<file path="src/rtl/led_fade_pkg.sv">
// rtl/led_fade_pkg.sv - shared state encoding and level range for the LED fade driver
package led_fade_pkg;

  typedef enum logic [1:0] {
    ST_OFF  = 2'd0,
    ST_RISE = 2'd1,
    ST_ON   = 2'd2,
    ST_FALL = 2'd3
  } fade_state_t;

  // Full-brightness level for a given PWM resolution.
  function automatic int unsigned lmax_of(input int unsigned bits);
    return (32'd1 << bits) - 32'd1;
  endfunction

endpackage

</file>
<file path="src/rtl/led_fade_channel.sv">
// rtl/led_fade_channel.sv - one LED channel: fade FSM, level register, PWM compare, pin register
module led_fade_channel
  import led_fade_pkg::*;
#(
  parameter int PWM_BITS   = 8,
  parameter int ACTIVE_LOW = 1
) (
  input  logic                clk,
  input  logic                rst_n,
  input  logic                tick,
  input  logic [PWM_BITS-1:0] pwm_cnt,
  input  logic                toggle,
  output logic                led_out,
  output logic                busy
);

  localparam logic [PWM_BITS-1:0] LMAX = PWM_BITS'(lmax_of(PWM_BITS));
  localparam logic                POL  = (ACTIVE_LOW != 0);

  fade_state_t         state_q, state_d;
  logic [PWM_BITS-1:0] level_q, level_d;
  logic                lit;
  logic                led_q;

  always_ff @(posedge clk or negedge rst_n) begin
    if (!rst_n) begin
      state_q <= ST_OFF;
      level_q <= '0;
    end else begin
      state_q <= state_d;
      level_q <= level_d;
    end
  end

  // A toggle always wins over a tick in the same cycle, so reversal never also steps.
  always_comb begin
    state_d = state_q;
    level_d = level_q;
    unique case (state_q)
      ST_OFF: begin
        level_d = '0;
        if (toggle) state_d = ST_RISE;
      end
      ST_RISE: begin
        if (toggle) begin
          state_d = ST_FALL;
        end else if (tick) begin
          if (level_q != LMAX) level_d = level_q + 1'b1;
          if (level_q >= LMAX - 1'b1) state_d = ST_ON;
        end
      end
      ST_ON: begin
        level_d = LMAX;
        if (toggle) state_d = ST_FALL;
      end
      ST_FALL: begin
        if (toggle) begin
          state_d = ST_RISE;
        end else if (tick) begin
          if (level_q != '0) level_d = level_q - 1'b1;
          if (level_q <= PWM_BITS'(1)) state_d = ST_OFF;
        end
      end
      default: begin
        state_d = ST_OFF;
        level_d = '0;
      end
    endcase
  end

  // Full scale is special-cased so LMAX is lit every cycle rather than LMAX of 2^PWM_BITS.
  assign lit = (level_q == LMAX) || (level_q > pwm_cnt);

  always_ff @(posedge clk or negedge rst_n) begin
    if (!rst_n) begin
      led_q <= POL;
    end else begin
      led_q <= lit ^ POL;
    end
  end

  assign led_out = led_q;
  assign busy    = (state_q == ST_RISE) || (state_q == ST_FALL);

endmodule

</file>
<file path="src/rtl/led_fade_driver.sv">
// rtl/led_fade_driver.sv - multi-channel LED fade driver: shared step prescaler and PWM counter
module led_fade_driver
  import led_fade_pkg::*;
#(
  parameter int N_CH       = 2,
  parameter int PWM_BITS   = 8,
  parameter int STEP_DIV   = 50_000,
  parameter int ACTIVE_LOW = 1
) (
  input  logic            clk,
  input  logic            rst_n,
  input  logic [N_CH-1:0] toggle_in,
  output logic [N_CH-1:0] led_out,
  output logic [N_CH-1:0] busy
);

  localparam int              PRE_W    = (STEP_DIV > 1) ? $clog2(STEP_DIV) : 1;
  localparam logic [PRE_W-1:0] PRE_LAST = PRE_W'(STEP_DIV - 1);

  logic [PRE_W-1:0]    pre_cnt;
  logic [PWM_BITS-1:0] pwm_cnt;
  logic                tick;

  assign tick = (pre_cnt == PRE_LAST);

  // Free-running: toggles never restart the prescaler, so ramp start jitters by up to one step.
  always_ff @(posedge clk or negedge rst_n) begin
    if (!rst_n) begin
      pre_cnt <= '0;
      pwm_cnt <= '0;
    end else begin
      pre_cnt <= tick ? '0 : pre_cnt + 1'b1;
      pwm_cnt <= pwm_cnt + 1'b1;
    end
  end

  for (genvar i = 0; i < N_CH; i++) begin : g_ch
    led_fade_channel #(
      .PWM_BITS  (PWM_BITS),
      .ACTIVE_LOW(ACTIVE_LOW)
    ) u_ch (
      .clk    (clk),
      .rst_n  (rst_n),
      .tick   (tick),
      .pwm_cnt(pwm_cnt),
      .toggle (toggle_in[i]),
      .led_out(led_out[i]),
      .busy   (busy[i])
    );
  end

endmodule

</file>
<file path="config.mk">
export PLATFORM = sky130hd
export DESIGN_NAME = led_fade_driver
export DESIGN_NICKNAME = d
export VERILOG_FILES = /design/src/rtl/led_fade_pkg.sv /design/src/rtl/led_fade_channel.sv /design/src/rtl/led_fade_driver.sv
export SDC_FILE = /design/constraint.sdc
export NUM_CORES = 1
export LEC_CHECK = 0
export ABC_AREA = 1
export BUFFER_PORTS_ARGS = -buffer_cell sky130_fd_sc_hd__buf_4
export CELL_PAD_IN_SITES_DETAIL_PLACEMENT = 0
export CELL_PAD_IN_SITES_GLOBAL_PLACEMENT = 1
export CORE_UTILIZATION = 50
export DETAILED_ROUTE_END_ITERATION = 6
export PLACE_DENSITY_LB_ADDON = 0.25
export SLEW_MARGIN = 20
export SYNTH_ARGS = -nofsm -noshare
export SYNTH_HDL_FRONTEND = slang
export SYNTH_HIERARCHICAL = 1
export SYNTH_SLANG_ARGS = --single-unit
</file>
<file path="constraint.sdc">
create_clock -name clk -period 3.57 [get_ports clk]
set_input_delay 0.357 -clock clk [delete_from_list [all_inputs] [get_ports clk]]
set_output_delay 0.357 -clock clk [all_outputs]
set_load 0.01 [all_outputs]
</file>
==> results.md, run 1 <==
- Crit. End Element: output pin
- Antenna viol nets, final: 0
- Cells after Synth: 551
- Clk_skew: between 7 and 8 ps
- Final WL: around 8200 um
- Ys Warns: 6
- Via density: 5.10
- Clock slew at reported path FFs: 90 ps
- Nets: slightly below 600
- Post-CTS Resized: 0
- Worst EP required: roughly 3200 ps
- CTS Buffer Depth: 2
- Final setup viols: 0
- Antenna violations before repair: 0
- Power Dens Cells: between 600 and 700 nW/um^2
- Slowest CP cell: dfrtp_1
- CP arrival: roughly 1600 ps
- H-tree Lvls: 2
- Slew of the pin with the lowest slew margin: between 500 and 600 ps
- Worst setup SP type: flop
- Cts hold-fix bufs: 0
- CP Cell Sequence: inv_1, ha_1, or2_4, buf_4
- Initial Util: 52.1%
- Largest net degree at the start of global routing: 47
- Syn_nets: ~600
- Post-synthesis instance area: approximately 3800 um^2
- Met2 wire length: ~3800 um
- CTS tree: built
- TritonRoute pass-1 iters: 5
- Layout cells sized above 1: about 9%
- First-pass GRT wire length: approximately 14,000 um
- Final setup TNS: 0 ps
- DRC viols: 0
- Pleak: between 2 and 2.5 nW
- Synth Flop Type: dfrtp_1
- Chip Width: 89.2 um
- GR Overflow Total: 0
- CP top delay family: flip-flops
- Multi-input logic area: approximately 2300 um^2
- Crit share post-route: 55.6%
- Die Height: 89.2 um
- Gp weighted congestion: between 0.8 and 0.9
- Met1 WL: just over 4000 um
- FF+latch count, synth: 46
- Worst VDD drop: 0.407 mV
- # port buffers: 7
- Unique masters post-synth: 30
- Clk_lat worst skew: approximately 300 ps
- DR WL met3: between 200 and 300 um
- Number of synthesized flops with an enable pin: 0
- Clock Root Buffer: clkbuf_8
- Sink Count: 46
- Max layer used: met4
- Unrepaired setup endpoints after global routing: no
- GR Util All Layers: 22.4%
- CP max stage delay: about 430 ps
- Area growth, synth to finish: 4.87%
- FF+latch area: approximately 1200 um^2
- Hold/Removal Path Class: input port to asynchronous set/reset pin
- Slew Viols, Final: 0
- CTS buffer count: 5
- Max Fclk: 0.504 GHz
- # Post-CTS Setup Buffers: 0
- Crit path buffers/inverters: 2
- Ant diodes: 0
- Core area: ~7300 um^2
- Sequential area share after synthesis: a little under a third
- Dpl ws: around 1700 ps
- Final Hold Viols: 0
- Max cap viols: 0
- Min Tclk post-route: approximately 2000 ps
- Fillers: 754
- Row Count: 31
- Vias in the first global route: 2,905
- Detailed placer's ending HPWL: between 6000 and 7000 um
- Syn_area_per_cell: 6.90 um^2
- Outcome: completed
- Post-route worst setup slack: about 1600 ps
- Drt initial violations: 178
- Die area: around 8000 um^2
- Slew headroom: 60.5%
- Crit path max fanout: 11
- Routed vias: 3,342
- IO Pins: 8
- Async S/R FF share, synth: 100%
- Routed wire length per instance: 12.5 um
- Critical path class: flop to output pin
-- placed cells by master, fill, tap and decap left out, types with 4 or more instances in the layout --
| master | count |
|---|---|
| o21ai_0 | 20 |
| inv_2 | 6 |
| dfrtp_1 | 44 |
| ha_1 | 36 |
| nand3_1 | 56 |
| xnor2_1 | 6 |
| nor2_1 | 69 |
| nor2_2 | 10 |
| buf_4 | 7 |
| clkbuf_8 | 5 |
| nand2_1 | 160 |
| xor2_1 | 9 |
| nand2_2 | 7 |
| o211ai_1 | 4 |
| a21oi_1 | 11 |
| nand4_1 | 7 |
| inv_1 | 73 |
-- where the power goes --
group	internal, mW	total (mW)	switching (mW)
Clock	0.206	0.381	0.175
Sequential	0.634	0.826	0.192
Combinational	0.548	1.46	0.917
Total	1.39	2.67	1.28
-- per-layer routing --
layer  vias up  GRT usage [%]
li1       1745              -
met1      1523           31.9
met2        69           36.6
met3         5           2.77
met4         0           4.76
met5         -              0
-- cell families (layout without fill, tap and decap cells) --
group	count (synthesis)	in the layout	share of synthesized area (%)
xor+xnor	15	15	3.46
flops	46	46	30.3
simple gates	323	323	37.8
compound gates	42	42	6.09
fa+ha+maj	36	36	11.8
buf+inv	89	94	10.4
-- cell usage after synthesis, types with 8 or more instances --
master	number	area, um^2
nor2_2	10	62.6
a21oi_1	11	55.1
buf_6	8	90.1
ha_1	36	450
nor2_1	69	259
nand2_1	160	601
inv_1	73	274
nand3_1	56	280
dfrtp_1	44	1100
o21ai_0	20	100
xor2_1	9	78.8
-- path summary, 6_finish.rpt --
kind | startpoint | endpoint | slack [ps] | cells past startpoint
worst max register to register | pre_cnt[0]$_DFF_PN0_ | g_ch[1].u_ch/level_q[5]$_DFFE_PN0P_ | 1690 | 11
worst min register to register | pre_cnt[0]$_DFF_PN0_ | pre_cnt[0]$_DFF_PN0_ | 490 | 1
worst max-delay path | g_ch[0].u_ch/state_q[1]$_DFFE_PN0P_ | busy[0] | 1590 | 4
min in group clk | toggle_in[0] | g_ch[0].u_ch/state_q[0]$_DFFE_PN0P_ | 380 | 4
worst min-delay path | rst_n | pre_cnt[11]$_DFF_PN0_ | 50 | 1
max in group asynchronous | rst_n | g_ch[1].u_ch/state_q[0]$_DFFE_PN0P_ | 3110 | 1
-- per-stage QoR --
| step | utilization, % | cell area (um^2) | hold slack [ps] | std cells | total power [mW] |
|---|---|---|---|---|---|
| floorplan | - | 3800 | 61.4 | 551 | 1.99 |
| global placement | 53.2 | 3880 | 398 | 647 | 2.28 |
| detailed placement | 53.2 | 3880 | 406 | 647 | 2.30 |
| CTS | 54.7 | 3990 | 72.0 | 655 | 2.69 |
| global route | 54.7 | 3990 | 104 | 655 | 2.95 |
| finish | 54.7 | 3990 | 54.4 | 655 | 2.67 |
-- flip-flops by register name, summed over array words and instances, names as in the netlist --
register / flops
pre_cnt: 16
g_ch.u_ch/state_q: 4
g_ch.u_ch/led_out: 2
g_ch.u_ch/level_q: 16
pwm_cnt: 8
-- area by class of cell --
type	instances	share of cell area, %
clock buffer	5	1.73
sequential	46	28.9
timing repair buffer	7	1.32
inverter	79	7.44
multi-input combinational	416	56.5
clock inverter	3	1.00
tap	99	3.11
Power figures use the tool's default switching activity.
==> inputs of run 2 (changes only) <==
- CORE_UTILIZATION: 50 -> 42
- clock period: 3.57 -> 1.6 ns (I/O delays scaled with it)
==> results.md, run 2 (same netlist as run 1, synthesis figures left out) <==
- Antenna violations before repair: 0
- Core area: 8760 um^2
- Tot Pwr: 6.58 mW
- Via density: between 4 and 5
- Hold/Removal Path Class: input port to flop
- Unrepaired setup endpoints after global routing: yes
- Antenna viol nets, final: 0
- TritonRoute pass-1 iters: 4
- CTS tree: built
- CP Cell Sequence: ha_2, nand3_2, nor2_2, nand2_2, inv_2, inv_2, nand2_4, nand3_4, nor3_4, nand2_1, nand2_1
- GR Util All Layers: a little under a fifth
- IO Pins: 8
- CP arrival: 1850 ps
- Nets: about 650
- Most frequent cells in the layout: nand2_1 (157), inv_1 (70), nor2_1 (61)
- Worst EP required: 1840 ps
- Crit share post-route: 101%
- Clock Root Buffer: clkbuf_8
- Routed vias: between 3,000 and 4,000
- Gp weighted congestion: roughly 0.88
- Post-route worst setup slack: -19.1 ps
- Dpl ws: -28.6 ps
- Pleak: around 2.3 nW
- Clock slew at reported path FFs: roughly 90 ps
- Slowest CP cell: dfrtp_1
- First-pass GRT wire length: 15,100 um
- Worst setup SP type: flop
- Worst VDD drop: approximately 0.8 mV
- Crit path buffers/inverters: 2
- Slew headroom: about three fifths
- Slew Viols, Final: 0
- Crit. End Element: flop
- Routed wire length per instance: 12.1 um
- Clk_lat worst skew: ~300 ps
- Drt initial violations: approximately 140
- Max Fclk: a little over 0.6 GHz
- Initial Util: between 40 and 50%
- Die area: approximately 9400 um^2
- Crit path depth: 11
- # port buffers: 7
- Chip Width: 97.2 um
- Outcome: finished, violations left
- Violated checks: setup timing
- CP max stage delay: ~370 ps
- Slew of the pin with the lowest slew margin: 600 ps
- Min Tclk post-route: roughly 1600 ps
- Final setup viols: 1
- Register-to-Register Path Depth: 11
- Max cap viols: 0
- Detailed placer's ending HPWL: around 6700 um
- Crit path max fanout: 7
- Largest net degree at the start of global routing: 47
- DRC viols: 0
- Final WL: 8650 um
- Clk_skew: ~15 ps
- Critical path class: flop to flop
- Power Dens Cells: about 1500 nW/um^2
- Commonest non-fill, non-tap cell in the layout: nand2_1
- Ant diodes: 0
- Final Hold Viols: 0
- CTS buffer count: 5
- CTS Buffer Depth: 2
- Fillers: 904
- Vias in the first global route: 3,380
- Largest regs: g_ch.u_ch/level_q (16), pre_cnt (16), pwm_cnt (8)
- GR Overflow Total: 0
- Layout cells sized above 1: 20.2%
- Area growth, synth to finish: 17.4%
- H-tree Lvls: 2
- Row Count: 34
- Die Height: between 90 and 100 um
- Sink Count: 46
- Hold Path Depth: 4
- CP top delay family: simple AND/OR/NAND/NOR gates
run 2: layout make-up:
type | instances | area, um^2 | share of cell area (%)
Timing Repair Buffer | 59 | 449 | 10.1
Tap cell | 108 | 135 | 3.03
Multi-Input combinational cell | 416 | 2310 | 51.8
Inverter | 79 | 299 | 6.70
Clock inverter | 2 | 37.5 | 0.841
Clock buffer | 6 | 72.6 | 1.63
Sequential cell | 46 | 1160 | 26.0
run 2: stage by stage:
stage / area (um^2) / hold slack (ps) / setup TNS [ps] / utilization [%] / cells
2_1_floorplan: 3810 / -136 / 0 / - / 551
3_3_place_gp: 4210 / 209 / 0 / 48.0 / 698
3_5_place_dp: 4210 / 210 / -85.4 / 48.0 / 698
4_1_cts: 4400 / 168 / -258 / 50.2 / 714
5_1_grt: 4460 / 197 / -1680 / 50.9 / 716
6_report: 4460 / 178 / -19.1 / 50.9 / 716
run 2: final timing paths:
path | startpoint | to | slack (ps)
worst max-delay path | pre_cnt[1]$_DFF_PN0_ | g_ch[0].u_ch/level_q[3]$_DFFE_PN0P_ | -20
worst min-delay path | toggle_in[1] | g_ch[1].u_ch/state_q[1]$_DFFE_PN0P_ | 180
worst max register to register | pre_cnt[1]$_DFF_PN0_ | g_ch[0].u_ch/level_q[3]$_DFFE_PN0P_ | -20
worst min register to register | pwm_cnt[7]$_DFF_PN0_ | pwm_cnt[7]$_DFF_PN0_ | 510
max in group asynchronous | rst_n | g_ch[1].u_ch/level_q[3]$_DFFE_PN0P_ | 740
min in group asynchronous | rst_n | pre_cnt[13]$_DFF_PN0_ | 400
run 2: tightest hold or removal path: stages:
cell	delay (ps)
buf_4	90
inv_1	70
nand3_1	80
nand2_1	50
run 2: where the power goes:
part           leakage (nW)  internal, mW  switching [mW]  total [mW]
sequential            0.578          1.42           0.346        1.77
clock                0.0514         0.467           0.398       0.865
combinational          1.72          1.64            2.31        3.95
total                  2.35          3.53            3.05        6.58
run 2: metal layers:
metal  global-route usage, %  part of all wire, %  wire length, um
met5                       0                    0                0
met1                    26.6                   50             4300
met3                    2.52                  3.3              289
met2                    31.6                   46             3970
met4                    4.59                 0.91               79
run 2: timing repair:
item / CTS / global route
setup endpoints to repair: 14 / 25
hold buffers: 1 / 0
hold endpoints to repair: 44 / 0
gates resized for setup: 7 / 22
pin swaps: 6 / 18
buffers inserted: 7 / 2
==> inputs of run 3 (changes only) <==
- PLACE_DENSITY_LB_ADDON: 0.25 -> 0.12
==> results.md, run 3 (same netlist as run 1, synthesis figures left out) <==
- Unrepaired setup endpoints after global routing: yes
- Row Count: 34
- Sink Count: 46
- Clk_lat worst skew: 300 ps
- Worst EP required: about 1800 ps
- Largest regs: g_ch.u_ch/level_q (16), pre_cnt (16), pwm_cnt (8)
- Antenna violations before repair: 0
- Crit path launch: pre_cnt[13]$_DFF_PN0_
- First-pass GRT wire length: ~16,000 um
- CTS tree: built
- Slew headroom: between 60% and 70%
- Worst setup SP type: flop
- CTS buffer count: 5
- DRC viols: 0
- R2r startpoint: pre_cnt[13]$_DFF_PN0_
- Slew Viols, Final: 0
- Crit. End Element: flop
- Final setup viols: 18
- Die Height: between 90 and 100 um
- Max cap viols: 0
- Area growth, synth to finish: 20.7%
- Initial Util: 43.4%
- Design area: 4590 um^2
- IO Pins: 8
- Most frequent CP cell: nand2_2
- Layout cells sized above 1: around 23%
- TritonRoute pass-1 iters: 5
- Ant diodes: 0
- Final WL: around 9400 um
- Via density: slightly below 5
- Clk_skew: around 6.7 ps
- Outcome: finished, violations left
- Antenna viol nets, final: 0
- Nets: ~660
- Violated checks: setup timing
- Power Dens Cells: between 1000 and 1500 nW/um^2
- Most frequent cells in the layout: nand2_1 (155), buf_4 (72), inv_1 (68)
- Slowest CP cell: dfrtp_1
- Pleak: between 2 and 2.5 nW
- Hold_sp: toggle_in[0]
- Detailed placer's ending HPWL: approximately 7500 um
- CP Cell Sequence: nor2_2, nand2_1, nor2_2, nand2_2, clkinv_4, inv_4, nand2_4, buf_6, nand2_2, a21oi_2, nand2_2, nand2_2, nand2_2, nand2_1
- Chip Width: between 90 and 100 um
- Drt initial violations: about 150
- Clock Root Buffer: clkbuf_8
- Gp weighted congestion: about 0.84
- Tot Pwr: approximately 6.8 mW
- Max Fclk: 0.609 GHz
- CP max stage delay: a little over 400 ps
- Min Tclk post-route: approximately 1600 ps
- GR Util All Layers: 21.4%
- Routed vias: around 3,600
- H-tree Lvls: 2
- Final Hold Viols: 0
- Clock slew at reported path FFs: around 90 ps
- Vias in the first global route: about 3,500
- Post-route worst setup slack: -42.1 ps
- Final core occ: between 50 and 60%
- Largest net degree at the start of global routing: between 40 and 50
- Hold/Removal Path Class: input port to flop
- Worst VDD drop: roughly 0.91 mV
- Final setup TNS: -540 ps
- GR Overflow Total: 0
- Commonest non-fill, non-tap cell in the layout: nand2_1
- CTS Buffer Depth: 2
- # port buffers: 7
- Crit path max fanout: 5
- Critical path class: flop to flop
- CP arrival: 1880 ps
- Crit share post-route: 103%
- Area after DPL: ~4400 um^2
- Fillers: 880
- Die area: roughly 9400 um^2
- Core area: about 9000 um^2
- Routed wire length per instance: between 10 and 15 um
- Slew of the pin with the lowest slew margin: ~600 ps
run 3: cell types whose count changed in the layout (fill, tap and decap cells not counted), sizes merged:
cell	previous run	this run
clkinvlp	1	0
clkinv	0	1
buf	58	74
inv	79	78
clkbuf	6	7
run 3: worst paths after layout:
check	to	depth (start not counted)	slack (ps)
worst max-delay path	g_ch[1].u_ch/state_q[1]$_DFFE_PN0P_	14	-40
worst min-delay path	g_ch[0].u_ch/state_q[1]$_DFFE_PN0P_	4	190
worst max register to register	g_ch[1].u_ch/state_q[1]$_DFFE_PN0P_	14	-40
worst min register to register	pwm_cnt[7]$_DFF_PN0_	1	520
max in group asynchronous	pwm_cnt[6]$_DFF_PN0_	2	750
min in group asynchronous	pre_cnt[13]$_DFF_PN0_	2	410
run 3: where the power goes:
| group | switching (mW) | leakage [nW] | internal, mW |
|---|---|---|---|
| Clock | 0.396 | 0.0524 | 0.468 |
| Combinational | 2.42 | 1.79 | 1.79 |
| Sequential | 0.338 | 0.578 | 1.42 |
| Total | 3.16 | 2.42 | 3.68 |
run 3: routing by layer:
| layer | share of wire, % | track usage [%] | wire [um] |
|---|---|---|---|
| met1 | 49 | 29.6 | 4570 |
| met2 | 47 | 36.2 | 4410 |
| met3 | 3.2 | 3.09 | 295 |
| met4 | 0.88 | 3.33 | 82 |
| met5 | 0 | 0 | 0 |
run 3: final cells by class:
type | instances | area [um^2] | area share [%]
multi-input combinational | 416 | 2310 | 50.3
inverter | 79 | 307 | 6.68
tap | 108 | 135 | 2.94
clock inverter | 1 | 30.0 | 0.654
sequential | 46 | 1160 | 25.3
timing repair buffer | 75 | 573 | 12.5
clock buffer | 7 | 76.3 | 1.66
run 3: through the flow:
| stage | cells | setup slack (ps) | hold WS, ps |
|---|---|---|---|
| final | 732 | -42.1 | 189 |
| after CTS | 728 | -128 | 186 |
| after floorplan | 551 | 1.61 | -136 |
| after global placement | 717 | -84.4 | 212 |
| after global routing | 732 | -199 | 213 |
| after detailed placement | 717 | -102 | 215 |
run 3: repair_timing:
item                                    4_1_cts  5_1_grt
resized for setup                             6       27
hold buffers                                  1        0
endpoints found under the setup margin       20       22
buffers inserted                              2        4
hold endpoints to repair                     44        0
pin swaps                                     7       29
run 3: worst max-delay path: cells and delay by family (launching register included):
kind / cells / cell delay [ps]
AO/OA/AOI/OAI: 1 / 110
buffers and inverters: 3 / 230
flip-flops: 1 / 410
AND/OR/NAND/NOR: 10 / 820
